==> src/rtl/clk_ready_seq.sv <==
// Power-up / relock reset sequencer: filters PLL lock inputs, waits a hold-off, then releases staged resets.
// Optional lock watchdog enabled by defining CLK_READY_SEQ_TIMEOUT_EN.
module clk_ready_seq #(
  parameter int unsigned NUM_LOCKS      = 2,
  parameter int unsigned NUM_STAGES     = 3,
  parameter int unsigned HOLDOFF_WIDTH  = 16,
  parameter int unsigned HOLDOFF_CYCLES = 65536,
  parameter int unsigned STAGE_GAP      = 256,
  parameter int unsigned FILTER_LEN     = 4,
  parameter int unsigned TIMEOUT_WIDTH  = 24
) (
  input  logic                  clk,
  input  logic                  reset_n,
  input  logic [NUM_LOCKS-1:0]  locked,
  input  logic                  soft_reset,
  input  logic                  clear_sticky,
  output logic [NUM_STAGES-1:0] stage_rst,
  output logic                  clocks_ready,
  output logic [1:0]            state,
  output logic [7:0]            relock_count,
  output logic                  lock_lost,
  output logic                  lock_timeout
);

  typedef enum logic [1:0] {
    WAIT_LOCK = 2'd0,
    HOLDOFF   = 2'd1,
    RELEASE   = 2'd2,
    RUN       = 2'd3
  } state_t;

  localparam int unsigned FILT_W   = $clog2(FILTER_LEN + 1);
  localparam int unsigned REL_SPAN = (NUM_STAGES - 1) * STAGE_GAP;
  localparam int unsigned REL_W    = (REL_SPAN > 1) ? $clog2(REL_SPAN) : 1;

  localparam logic [FILT_W-1:0]        FILT_MAX  = FILT_W'(FILTER_LEN);
  localparam logic [HOLDOFF_WIDTH-1:0] HOLD_LAST = HOLDOFF_WIDTH'(HOLDOFF_CYCLES - 1);
  localparam logic [REL_W-1:0]         REL_LAST  = REL_W'((REL_SPAN == 0) ? 0 : REL_SPAN - 1);

  logic [NUM_LOCKS-1:0]  sync1, sync2, filter_ok;
  logic [FILT_W-1:0]     filt_cnt [NUM_LOCKS];
  logic                  lock_ok;

  state_t                state_q, state_d;
  logic [HOLDOFF_WIDTH-1:0] hold_q, hold_d;
  logic [REL_W-1:0]      rel_q, rel_d;
  logic [NUM_STAGES-1:0] stage_d;
  logic                  ready_d;
  logic                  loss_evt;

  // ---------------- input conditioning ----------------
  always_ff @(posedge clk or negedge reset_n) begin
    if (!reset_n) begin
      sync1   <= '0;
      sync2   <= '0;
      lock_ok <= 1'b0;
      for (int unsigned i = 0; i < NUM_LOCKS; i++) filt_cnt[i] <= '0;
    end else begin
      sync1   <= locked;
      sync2   <= sync1;
      lock_ok <= &filter_ok;
      for (int unsigned i = 0; i < NUM_LOCKS; i++) begin
        if (!sync2[i])
          filt_cnt[i] <= '0;
        else if (filt_cnt[i] != FILT_MAX)
          filt_cnt[i] <= filt_cnt[i] + 1'b1;
      end
    end
  end

  // Qualifying with the live sample makes loss take effect one cycle ahead of the cleared count.
  always_comb begin
    filter_ok = '0;
    for (int unsigned i = 0; i < NUM_LOCKS; i++)
      filter_ok[i] = sync2[i] && (filt_cnt[i] == FILT_MAX);
  end

  // ---------------- state register ----------------
  always_ff @(posedge clk or negedge reset_n) begin
    if (!reset_n) begin
      state_q      <= WAIT_LOCK;
      hold_q       <= '0;
      rel_q        <= '0;
      stage_rst    <= '1;
      clocks_ready <= 1'b0;
    end else begin
      state_q      <= state_d;
      hold_q       <= hold_d;
      rel_q        <= rel_d;
      stage_rst    <= stage_d;
      clocks_ready <= ready_d;
    end
  end

  assign state    = state_q;
  assign loss_evt = (state_q == RUN) && !lock_ok;

  // ---------------- next state ----------------
  always_comb begin
    state_d = state_q;
    hold_d  = hold_q;
    rel_d   = rel_q;
    unique case (state_q)
      WAIT_LOCK: begin
        hold_d = '0;
        rel_d  = '0;
        if (lock_ok) state_d = HOLDOFF;
      end
      HOLDOFF: begin
        if (!lock_ok || soft_reset) begin
          state_d = WAIT_LOCK;
          hold_d  = '0;
        end else if (hold_q == HOLD_LAST) begin
          hold_d = '0;
          rel_d  = '0;
          if (NUM_STAGES == 1) state_d = RUN;
          else                 state_d = RELEASE;
        end else begin
          hold_d = hold_q + 1'b1;
        end
      end
      RELEASE: begin
        if (!lock_ok || soft_reset) begin
          state_d = WAIT_LOCK;
          rel_d   = '0;
        end else if (rel_q == REL_LAST) begin
          state_d = RUN;
          rel_d   = '0;
        end else begin
          rel_d = rel_q + 1'b1;
        end
      end
      RUN: begin
        if (!lock_ok || soft_reset) state_d = WAIT_LOCK;
      end
      default: state_d = WAIT_LOCK;
    endcase
  end

  // ---------------- outputs (registered from next state) ----------------
  always_comb begin
    stage_d = '1;
    ready_d = 1'b0;
    unique case (state_d)
      RELEASE: begin
        for (int unsigned k = 0; k < NUM_STAGES; k++)
          stage_d[k] = (32'(rel_d) < k * STAGE_GAP);
      end
      RUN: begin
        stage_d = '0;
        ready_d = 1'b1;
      end
      default: stage_d = '1;
    endcase
  end

  // ---------------- relock statistics ----------------
  always_ff @(posedge clk or negedge reset_n) begin
    if (!reset_n) begin
      relock_count <= '0;
      lock_lost    <= 1'b0;
    end else begin
      if (loss_evt && relock_count != 8'hFF)
        relock_count <= relock_count + 1'b1;
      if (loss_evt)
        lock_lost <= 1'b1;
      else if (clear_sticky)
        lock_lost <= 1'b0;
    end
  end

`ifdef CLK_READY_SEQ_TIMEOUT_EN
  logic [TIMEOUT_WIDTH-1:0] wd_q;
  logic [TIMEOUT_WIDTH-1:0] wd_inc;
  logic                     wd_hit;

  assign wd_inc = wd_q + 1'b1;
  assign wd_hit = (state_q == WAIT_LOCK) && (wd_q != '1) && (wd_inc == '1);

  always_ff @(posedge clk or negedge reset_n) begin
    if (!reset_n) begin
      wd_q         <= '0;
      lock_timeout <= 1'b0;
    end else begin
      if (state_q != WAIT_LOCK)
        wd_q <= '0;
      else if (wd_q != '1)
        wd_q <= wd_inc;
      if (wd_hit)
        lock_timeout <= 1'b1;
      else if (clear_sticky)
        lock_timeout <= 1'b0;
    end
  end
`else
  assign lock_timeout = 1'b0;
`endif

endmodule

==> config.mk <==
export PLATFORM = sky130hd
export DESIGN_NAME = clk_ready_seq
export DESIGN_NICKNAME = d
export VERILOG_FILES = /design/src/rtl/clk_ready_seq.sv
export SDC_FILE = /design/constraint.sdc
export NUM_CORES = 1
export LEC_CHECK = 0
export CORE_ASPECT_RATIO = 0.7
export CORE_MARGIN = 2
export CORE_UTILIZATION = 25
export DETAILED_ROUTE_END_ITERATION = 10
export GPL_TIMING_DRIVEN = 0
export SETUP_SLACK_MARGIN = 0.15
export SKIP_LAST_GASP = 1
export SLEW_MARGIN = 10
export SYNTH_ARGS = -nofsm -noshare
export SYNTH_HDL_FRONTEND = slang
export SYNTH_SLANG_ARGS = --single-unit
==> constraint.sdc <==
create_clock -name clk -period 5.2 [get_ports clk]
set_input_delay 0.78 -clock clk [delete_from_list [all_inputs] [get_ports clk]]
set_output_delay 0.78 -clock clk [all_outputs]
set_load 0.005 [all_outputs]
# [Word level (Yosys, flattened, before mapping)]
# Index checks and enable logic that the tools add are counted.
[totals] ff_bits=51 in_bits=6 output_inout_bits=16 wordCells=65
[op_classes] n_addsub=5 n_lt_le_gt_ge=1 n_eq_ne=14 mux=23 n_reduce_logical=10
[ops] operator="$mux W9" count=4
[ops] operator="$mux W16" count=2
[ops] operator="$pmux W16 S2" count=1
[ops] operator="$pmux W9 S3" count=1
[ops] operator="$add A16 B1 Y16 const B" count=1
[ops] operator="$eq A16 B16 Y1 const B" count=1
[ops] operator="$mux W2" count=6
[ops] operator="$mux W3" count=4
[ops] operator="$add A9 B1 Y9 const B" count=1
[ops] operator="$eq A9 B9 Y1 const B" count=1
[ops] operator="$lt A9 B9 Y1 const B" count=1
[ops] operator="$add A8 B1 Y8 const B" count=1
[ops] operator="$eq A2 B2 Y1 const B" count=4
[ops] operator="$ne A8 B8 Y1 const B" count=1
[ops] operator="$pmux W2 S4" count=1
[ops] operator="$add A3 B1 Y3 const B" count=2
[ops] operator="$eq A3 B3 Y1 const B" count=2
[ops] operator="$ne A3 B3 Y1 const B" count=2
[ops] operator="$pmux W3 S2" count=1
[ops] operator="$logic_and A1 B1 Y1" count=4
[ops] operator="$ne A2 B1 Y1 const B" count=2
[ops] operator="$reduce_bool A2 Y1" count=2
[ops] operator="$mux W1" count=3
[ops] operator="$eq A2 B1 Y1 const B" count=1
[ops] operator="other kinds (4)" count=4

# [Longest topological paths before layout]
[depth] ltp_word=6 ltp_mapped=10 depth_no_buf=9

# [Worst setup path before layout]
# Ideal clock, no wire load.
[synth_path] path_kind="register to register" startpoint="register rel_q[0]" endpoint="register rel_q[5]" setup_time_ps=124 arrival_ps=1966 required_ps=5076 setup_slack_ps=3110 stages_incl_launch_ff=11 path_buffers=1 synth_period_minus_slack_ps=2090 cell_sequence="dfrtp_1 -> ha_1 -> nand3_1 -> or2_2 -> nor2_1 -> ha_1 -> or2_2 -> clkbuf_1 -> nor2_1 -> and3_1 -> a211o_1"
[synth_via] elab_chain_len=4 elab_cells_between_ends=5 cone_classes="add/sub: 1; eq/ne: 1; mux: 3"
[synth_lines] item="start, declared" line="46" source="logic [REL_W-1:0] rel_q, rel_d;"
[synth_lines] item="start signal, assigned" line="89" source="rel_q <= rel_d;"
[synth_lines] item="$add A9 B1 Y9 or $eq A9 B9 Y1 (tied branches)" line="130, 126"
[synth_lines] item="$mux W9 *" line="126" source="end else if (rel_q == REL_LAST) begin"
[synth_lines] item="$mux W9 *" line="123" source="if (!lock_ok || soft_reset) begin"
[synth_lines] item="$pmux W9 S3 *" line="103" source="unique case (state_q)"
# Every way passes the cells marked *; elsewhere a longest branch is shown, timed or not.
# A chain may end at the register's enable or synchronous reset.

# [Worst setup path after layout]
# Same ends and word-level chain as after synthesis.

==> impl_metrics.prom <==
# TYPE chip_impl_metric gauge
chip_impl_metric{name="post_drt_via_cell_ratio",unit=""} 4.41
chip_impl_metric{name="fin_skew",unit="ps"} 1.81
chip_impl_metric{name="max_cap_violations",unit=""} 0
chip_impl_metric{name="io_pins",unit=""} 22
chip_impl_metric{name="worstMarginPinSlew",unit="ps"} 537
chip_impl_info{name="status",value="finished, final reports clean"} 1
chip_impl_metric{name="grt_start_max_net_pins",unit=""} 35
chip_impl_metric{name="cts_setup_buffers",unit=""} 0
chip_impl_metric{name="antenna_left",unit=""} 0
chip_impl_metric{name="buffer_ports.inserted",unit=""} 20
chip_impl_metric{name="place.detailed.instances",unit=""} 372
chip_impl_metric{name="via_count_of_the_first_global_routing_pass",unit=""} 1668
chip_impl_metric{name="maxSlewHeadroom",unit="%"} 64.1
chip_impl_info{name="netlist_top_cells_area",value="dfrtp_1, xnor2_1, ha_1, dfstp_2, nand2_1"} 1
chip_impl_info{name="classification_of_the_worst_setup_path",value="reg -> reg"} 1
chip_impl_metric{name="drt-initial-drc-count",unit=""} 126
chip_impl_metric{name="cts_num_sinks",unit=""} 51
chip_impl_metric{name="peakVddDrop",unit="mV"} 0.156
chip_impl_metric{name="start_util",unit="%"} 26.1
chip_impl_info{name="rsz0062_at_grt",value="false"} 1
chip_impl_metric{name="wl_per_cell",unit="um"} 11.5
chip_impl_metric{name="yosys.cell_types.count",unit=""} 41
chip_impl_info{name="synth_largest_area_cell",value="dfrtp_1"} 1
chip_impl_info{name="worstSetupEndpointType",value="register"} 1
chip_impl_metric{name="crit_required",unit="ps"} 5380
chip_impl_metric{name="floorplan.die_area",unit="um2"} 10400
chip_impl_info{name="hold_path_class",value="reg -> reg"} 1
chip_impl_metric{name="global_route.overflow_total",unit=""} 0
chip_impl_metric{name="worst_path_largest_cell_delay",unit="ps"} 390
chip_impl_metric{name="antenna_found_initial",unit=""} 0
chip_impl_metric{name="synthesis.area",unit="um2"} 2400
chip_impl_metric{name="finalSetupViolCount",unit=""} 0
chip_impl_info{name="timing.rr.start",value="rel_q[0]"} 1
chip_impl_metric{name="cts.repair.resized",unit=""} 0
chip_impl_metric{name="cts_hold_repair.buffers",unit=""} 0
chip_impl_metric{name="period_needed",unit="ps"} 2410
chip_impl_metric{name="post_layout_nonfiller_instances",unit=""} 380
chip_impl_metric{name="worst-path-max-fanout",unit=""} 9
chip_impl_metric{name="floorplan.die.width",unit="um"} 121
chip_impl_metric{name="max_clock_freq",unit="MHz"} 415
chip_impl_info{name="cts_root_buffer",value="clkbuf_16"} 1
chip_impl_metric{name="routed_wirelength",unit="um"} 4390
chip_impl_metric{name="hpwl",unit="um"} 3090
chip_impl_metric{name="finalSetupTns",unit="ps"} 0
chip_impl_info{name="cts_tree",value="done"} 1
chip_impl_metric{name="drt_pass1_iterations",unit=""} 5
chip_impl_info{name="timing.critical_path.slowest_stage_cell",value="dfrtp_1"} 1
chip_impl_metric{name="leakage_power_of_the_design",unit="nW"} 1.22
chip_impl_info{name="timing.critical_path.cells",value="ha_1 -> nand3_1 -> or2_2 -> nor2_1 -> ha_1 -> or2_2 -> clkbuf_1 -> nor2_1 -> and3_1 -> a211o_1"} 1
chip_impl_info{name="timing.critical_path.from_type",value="register"} 1
chip_impl_metric{name="crit_path_dat",unit="ps"} 2590
chip_impl_metric{name="power_per_cell_area",unit="nW/um2"} 293
chip_impl_metric{name="postSynthRegisterBits",unit=""} 51
chip_impl_info{name="worstSetupStartpoint",value="rel_q[0]"} 1
chip_impl_metric{name="num-nets-final",unit=""} 269
chip_impl_metric{name="synth_top_area_share",unit="%"} 50.1
chip_impl_metric{name="cts_max_path_buffers",unit=""} 2
chip_impl_metric{name="netlist_instances",unit=""} 227
chip_impl_metric{name="period_share",unit="%"} 46.3
chip_impl_metric{name="synth-warning-count",unit=""} 0
chip_impl_metric{name="grt_first_pass_wirelength",unit="um"} 7900
chip_impl_metric{name="critical_path_buf_inv_count",unit=""} 1
chip_impl_metric{name="route.vias.total",unit=""} 1677
chip_impl_metric{name="slew_violations",unit=""} 0
chip_impl_metric{name="cts_inserted_buffers",unit=""} 5
chip_impl_metric{name="rows",unit=""} 29
chip_impl_metric{name="cts_max_level",unit=""} 2
chip_impl_metric{name="post_route_cells_drive_above_1_share",unit="%"} 9.38
chip_impl_info{name="path_delay_family",value="simple AND/OR/NAND/NOR gates"} 1
chip_impl_metric{name="synth.yosys.seq_area_share",unit="%"} 53.3
chip_impl_metric{name="area.growth.synth_to_final",unit="%"} 23.5
chip_impl_metric{name="final_hold_viol_count",unit=""} 0
chip_impl_metric{name="die-height",unit="um"} 86.0
chip_impl_metric{name="clock_insertion_delay_worst_skew",unit="ps"} 290
chip_impl_metric{name="grt_use_total",unit="%"} 9.64
chip_impl_metric{name="insertedDiodeCount",unit=""} 0
chip_impl_metric{name="core",unit="um2"} 9180
chip_impl_info{name="timing.hold.worst.start",value="sync1[0]"} 1
chip_impl_metric{name="place.gp.congestion",unit=""} 0.757
chip_impl_metric{name="cts.clk_slew.worst_paths",unit="ps"} 70
chip_impl_metric{name="detail_route.drc_violations",unit=""} 0
chip_impl_metric{name="synth_fp_nets",unit=""} 241
chip_impl_metric{name="synth.avg_cell_area",unit="um2"} 10.6
[placed cells by master, fill, tap and decap left out, drive strengths merged, types with 3 or more instances in the layout]
master	synthesis	routed
nand2	18	18
nor3	5	5
o21ai	11	11
dfrtp	48	48
nand3	11	11
clkdlybuf4s50	0	19
inv	15	15
xnor2	20	20
dfstp	3	3
clkbuf	5	10
xor2	3	3
nor4	6	6
a22o	3	3
nor2	17	17
and3	3	3
ha	8	8
buf	2	4
nand3b	4	4
a31oi	3	3
nand4	9	9
or3	3	3
and2	3	3
[registers in the layout, summed over array words and instances, names as in the netlist]
name and flops:
filt_cnt 6, sync2 2, stage_rst 3, state 2
hold_q 16, lock_ok 1, rel_q 9, relock_count 8
sync1 2, lock_lost 1, clocks_ready 1
[path summary, 6_finish.rpt]
check	endpoint	cells after the start	slack [ps]
min in group asynchronous	relock_count[6]	1	420
max reg2reg	rel_q[5]	10	2790
max in group asynchronous	stage_rst[1]	2	4190
min reg2reg	sync2[0]	0	350
max	rel_q[5]	10	2790
min	sync2[0]	0	350
[synthesized netlist by cell type]
cell       n
dfrtp_1   48
xnor2_1   20
nand2_1   18
nor2_1    17
inv_1     15
nand3_1   11
o21ai_0   11
ha_1       8
nand4_1    7
nor4_1     6
clkbuf_1   5
nor3_1     5
nand3b_1   4
a22o_1     3
and2_1     3
and3_1     3
dfstp_2    3
or3_1      3
xor2_1     3
a211o_1    2
a21boi_0   2
a21oi_1    2
a31oi_1    2
and4_1     2
buf_4      2
mux2_2     2
nand2b_1   2
nand4_2    2
nor2b_1    2
o211ai_1   2
or2_2      2
a221o_1    1
a311oi_1   1
a31oi_2    1
a41oi_1    1
conb_1     1
nor4b_1    1
o21a_4     1
o311ai_0   1
or4_1      1
or4_4      1
[per-stage QoR]
stage | worst slack (ps) | cell area [um2] | hold slack, ps | total power (W) | utilization (%)
3_5_place_dp | 2800 | 2770 | 336 | 0.000453 | 30.2
2_1_floorplan | 3110 | 2400 | 331 | 0.000435 | -
6_report | 2790 | 2960 | 349 | 0.000868 | 32.3
5_1_grt | 2570 | 2960 | 363 | 0.000905 | 32.3
4_1_cts | 2790 | 2960 | 353 | 0.000882 | 32.3
3_3_place_gp | 1770 | 2760 | 333 | 0.000450 | 30.0
[kinds of logic after synthesis]
family	count (synthesis)	synth area share, %
adder cells (fa/ha/maj)	8	4.17
buffers and inverters	22	3.75
XOR/XNOR	23	8.39
AO/OA/AOI/OAI	30	8.97
multiplexers	2	0.938
AND/OR/NAND/NOR	90	20.3
other	1	0.156
flip-flops	51	53.3
[metal layers]
metal / part of all wire [%] / track usage (%) / vias to the layer above
met2: 39 / 13.2 / 22
met3: 3.1 / 2.99 / 8
met1: 56 / 13.6 / 803
met5: 0 / 0 / -
li1: - / - / 844
met4: 2.1 / 4.76 / 0
[layout make-up]
cell class              instances  area [um2]
fillers                       922        6220
flip-flops and latches         51        1280
multi-input cells             154        1030
repair buffers                 21         215
well taps                     124         155
clock buffers                   5         125
clock inverters                 3        67.6
inverters                      15        56.3
plain buffers                   7        33.8
[power breakdown]
group | internal (W) | switching (W) | total, W
combinational | 0.0000150 | 0.0000193 | 0.0000343
sequential | 0.000404 | 0.00000547 | 0.000410
clock | 0.000276 | 0.000148 | 0.000424
Power figures use the tool's default switching activity.
